--- src/rtl/minus_diff_accumulator.sv ---
// -----------------------------------------------------------------------------
// minus_diff_accumulator
//
// Purpose:
//   Sums WINDOW consecutive difference samples from the upstream subtractor.
//   Emits one block sum per WINDOW accepted samples over a valid/ready output.
//   The sum is held until the consumer takes it.
//
// Optional feature (macro MINUS_DIFF_ACC_ABS_EN):
//   When defined, each sample is replaced by its absolute value before it is
//   accumulated. The result is then an unsigned sum of absolute differences.
//   When undefined, samples are accumulated as signed two's-complement values.
//
// Parameters:
//   DATA_W - width of the incoming difference sample
//   WINDOW - samples per sum (power of two, >= 2)
//   ACC_W  - accumulator/output width, DATA_W + log2(WINDOW) (derived)
//
// Ports:
//   clock        in   rising-edge clock
//   reset        in   asynchronous active-low reset
//   io_in_valid  in   sample valid
//   io_in_ready  out  block can accept a sample
//   io_in_bits   in   difference sample, two's complement
//   io_flush     in   synchronous clear of the partial window
//   io_out_valid out  windowed sum valid
//   io_out_ready in   consumer accepts the sum
//   io_out_bits  out  windowed sum (registered)
//   io_count     out  samples accepted in the current partial window
// -----------------------------------------------------------------------------
module minus_diff_accumulator #(
  parameter  int DATA_W = 16,
  parameter  int WINDOW = 16,
  localparam int CNT_W  = $clog2(WINDOW),
  localparam int ACC_W  = DATA_W + CNT_W
) (
  input  logic              clock,
  input  logic              reset,
  input  logic              io_in_valid,
  output logic              io_in_ready,
  input  logic [DATA_W-1:0] io_in_bits,
  input  logic              io_flush,
  output logic              io_out_valid,
  input  logic              io_out_ready,
  output logic [ACC_W-1:0]  io_out_bits,
  output logic [CNT_W-1:0]  io_count
);

  // Widen one sample to accumulator width. ACC_W >= DATA_W+1 always holds,
  // so the absolute-value path never loses the magnitude of the most
  // negative input.
  function automatic logic [ACC_W-1:0] ext_sample(input logic [DATA_W-1:0] s);
`ifdef MINUS_DIFF_ACC_ABS_EN
    logic [DATA_W:0] mag;
    mag = s[DATA_W-1] ? ({1'b0, ~s} + 1'b1) : {1'b0, s};
    return ACC_W'(mag);
`else
    logic signed [DATA_W-1:0] sv;
    sv = $signed(s);
    return ACC_W'(sv);
`endif
  endfunction

  logic [ACC_W-1:0] r_acc;
  logic [CNT_W-1:0] r_count;
  logic             r_out_valid;
  logic [ACC_W-1:0] r_out_bits;

  logic             w_accept;
  logic             w_last;
  logic [ACC_W-1:0] w_sum;

  // Ready is combinational so a pending sum and a new sample can be
  // exchanged in the same cycle (full throughput on back-to-back windows).
  assign io_in_ready = !io_flush && (!r_out_valid || io_out_ready);
  assign w_accept    = io_in_valid && io_in_ready;
  assign w_last      = (r_count == CNT_W'(WINDOW - 1));
  assign w_sum       = r_acc + ext_sample(io_in_bits);

  // Accumulation stage: partial window sum and sample count
  always_ff @(posedge clock or negedge reset) begin
    if (!reset) begin
      r_acc   <= '0;
      r_count <= '0;
    end else if (io_flush) begin
      r_acc   <= '0;
      r_count <= '0;
    end else if (w_accept) begin
      if (w_last) begin
        r_acc   <= '0;
        r_count <= '0;
      end else begin
        r_acc   <= w_sum;
        r_count <= r_count + CNT_W'(1);
      end
    end
  end

  // Output stage: a completing window overrides the clear from a handshake
  // in the same cycle. Flush never touches a pending result.
  always_ff @(posedge clock or negedge reset) begin
    if (!reset) begin
      r_out_valid <= 1'b0;
      r_out_bits  <= '0;
    end else if (w_accept && w_last) begin
      r_out_valid <= 1'b1;
      r_out_bits  <= w_sum;
    end else if (r_out_valid && io_out_ready) begin
      r_out_valid <= 1'b0;
    end
  end

  assign io_out_valid = r_out_valid;
  assign io_out_bits  = r_out_bits;
  assign io_count     = r_count;

endmodule

--- config.mk ---
export PLATFORM = sky130hd
export DESIGN_NAME = minus_diff_accumulator
export DESIGN_NICKNAME = d
export VERILOG_FILES = /design/src/rtl/minus_diff_accumulator.sv
export SDC_FILE = /design/constraint.sdc
export NUM_CORES = 1
export LEC_CHECK = 0
export CORE_MARGIN = 5
export CORE_UTILIZATION = 47
export CTS_CLUSTER_SIZE = 30
export DETAILED_ROUTE_END_ITERATION = 6
export GPL_TIMING_DRIVEN = 0
export PLACE_DENSITY = 0.74
export SYNTH_ARGS = -nofsm -noshare
export SYNTH_HDL_FRONTEND = slang
export SYNTH_SLANG_ARGS = --single-unit
--- constraint.sdc ---
create_clock -name clock -period 2.6 [get_ports clock]
set_input_delay 0.52 -clock clock [delete_from_list [all_inputs] [get_ports clock]]
set_output_delay 0.52 -clock clock [all_outputs]
set_load 0.05 [all_outputs]
==> flow_summary.toml <==
[synthesis]
ys.flop_type = "dfrtp_1"
synthCells = 275
ys_seq_area_share_pct = 42.2
avgSynthCellArea_um2 = 9.71
ys_ff_latch = 45
syn_area_um2 = 2670
ys_async_sr_fraction_pct = 100
yosysTopAreaCellShare_pct = 42.2
synthTopCellsByArea = "dfrtp_1, ha_1, nand2_1"
synth_fp_nets = 317
yosys.cell_types.count = 44
synth_top_area_cell = "dfrtp_1"
yosysWarnings = 0
synth_edf_count = 0

[layout]
final_cells = 406
layout_commonest_cell = "nand2_1"
final_cell_mix = "nand2_1, dfrtp_1, clkdlybuf4s50_1, a21oi_1, a22o_1"
fin_area_um2 = 3500
diodes = 0
fillers = 472
area_delta_synth_final_pct = 31.2
fin_nets = 375
drive_gt1_share_pct = 13.8

[status]
status = "finished clean"

[timing]
report.final.slew_viol_count = 0
tightestPinTransition_ns = 0.578
holdWs_ns = 0.190
finalClockSkew_ns = 0.00832
slew_headroom_pct = 61.5
period_minus_slack_ns = 2.52
finalSetupViolCount = 0
fmax_mhz = 397
timing.final.crit_share_pct = 96.8
hold_violations = 0

[clock_network]
cts_tree = "done"
cts-root-buf = "clkbuf_8"
htreeDepth = 2
cts_sinks = 45
cts_hold_buffers = 0
clock_latency_ns = 0.31
clk_pin_slew_ns = 0.09
clockBufferDepth = 2
cts_buffers = 5

[floorplanning]
die_area_um2 = 7290
die-width_um = 85.4
core_area_um2 = 5510
ios = 47
die_height_um = 85.4
rows = 27
start_util_pct = 48.5

[grt]
track_usage_pct = 18.3
grt_max_degree = 24
grt_pass1_wl_um = 10900
grt_pass1_vias = 2343
grt_overflow_total = 0
antenna_found_initial = 0

[placed_design]
placed_cells = 393
placed_cell_area_um2 = 3230
gp_congestion = 0.863
port-buffer-count = 45
dpl.hpwl_um = 4650

[detailed_routing]
drc = 0
ant_nets = 0
num_vias = 2246
initialDrtViolationCount = 99
routedWlPerCell_um = 15.6
wl_um = 6320
drt_pass1_iterations = 4
vias_per_cell = 5.53

[critical_path]
cp-start-kind = "input pin"
crit_path_end_kind = "flop"
critPathMaxFanout = 3
worst-setup-path-type = "in2reg"
cp_data_arrival_time_ns = 2.72
rrSetupSlack_ns = 0.20
required_ns = 2.80

[flow_run]
maxCapViolations = 0

[pwr]
p_per_area_nw_per_um2 = 637
leakagePower_uw = 0.00163
peakVddDrop_mv = 0.371

[min_path]
hp-class = "in2async"
==> where the power goes <==
part / internal [uW] / switching [uW] / total, uW / leakage [uW]
clock: 288 / 262 / 550 / 0.0000543
sequential: 774 / 55.2 / 829 / 0.000601
combinational: 366 / 488 / 854 / 0.000971
total: 1430 / 805 / 2230 / 0.00163
==> flip-flops by register name, indices dropped and copies added (netlist names) <==
name	flops
io_count	4
io_out_bits	20
io_out_valid	1
r_acc	20
==> final timing paths <==
path / from / to / depth (start not counted)
worst max-delay path: io_in_bits[3] / io_out_bits[15] / 9
worst min-delay path: reset / io_out_bits[18] / 1
worst max register to register: r_acc[0] / io_out_bits[12] / 10
worst min register to register: io_out_bits[4] / io_out_bits[4] / 2
max in group asynchronous: reset / io_out_bits[11] / 2
min in group clock: io_out_bits[4] / io_out_bits[4] / 2
==> worst max-delay path, cell delays in order <==
cell	delay (ns)
clkdlybuf4s50_1	0.52
ha_4	0.15
a21o_1	0.16
a31oi_2	0.08
a211o_1	0.37
a2111oi_4	0.39
nor2_2	0.10
xnor2_1	0.15
mux2_2	0.27
==> layout make-up <==
class / count / area [um2] / area share [%]
sequential: 45 / 1130 / 32.1
clock buffer: 5 / 68.8 / 1.96
multi-input combinational: 215 / 1600 / 45.6
buffer: 8 / 30.0 / 0.857
clock inverter: 3 / 46.3 / 1.32
timing repair buffer: 51 / 518 / 14.8
tap: 72 / 90.1 / 2.57
inverter: 7 / 26.3 / 0.750
==> stage by stage <==
| stage | setup TNS, ns | setup slack (ns) | util [%] | total power, uW |
|---|---|---|---|---|
| global placement | -15.11 | -0.519 | 58.3 | 1590 |
| detailed placement | -7.04 | -0.542 | 58.7 | 1620 |
| floorplan | 0 | 0.196 | - | 1410 |
| global route | -0.0871 | -0.0442 | 63.6 | 2370 |
| finish | 0 | 0.0826 | 63.6 | 2230 |
| CTS | -0.00140 | -0.00140 | 62.2 | 2190 |
==> kinds of logic after synthesis <==
group,share of synthesized area [%]
muxes,3.70
and+or+nand+nor,15.1
xor gates and xnor gates,5.57
AOI/OAI and AO/OA,21.2
adders and majority gates,10.1
buffers and inverters,2.11
DFF,42.2
==> cell usage after synthesis (all sizes together), types with 5 or more instances <==
| cell type | instances |
|---|---|
| nand2 | 51 |
| dfrtp | 45 |
| a21oi | 20 |
| ha | 20 |
| a22o | 15 |
| nor2 | 15 |
| o21ai | 15 |
| xnor2 | 10 |
| clkbuf | 8 |
| a21o | 7 |
| inv | 7 |
| mux2 | 7 |
| xor2 | 7 |
| nor2b | 5 |
==> what timing repair did <==
| action | in CTS | in global routing |
|---|---|---|
| setup buffers | 5 | 0 |
| pin swaps | 10 | 6 |
| gates resized for setup | 11 | 17 |
| cloned | 0 | 0 |
| endpoints found under the setup margin | 10 | 21 |
==> metal layers <==
layer / track usage, % / wire [um] / share of wire, %
met1: 23.5 / 2850 / 45
met2: 30.6 / 2980 / 47
met3: 4.37 / 399 / 6.3
met4: 5.32 / 91 / 1.4
met5: 0 / 0 / 0
(Power assumes the default switching activity.)
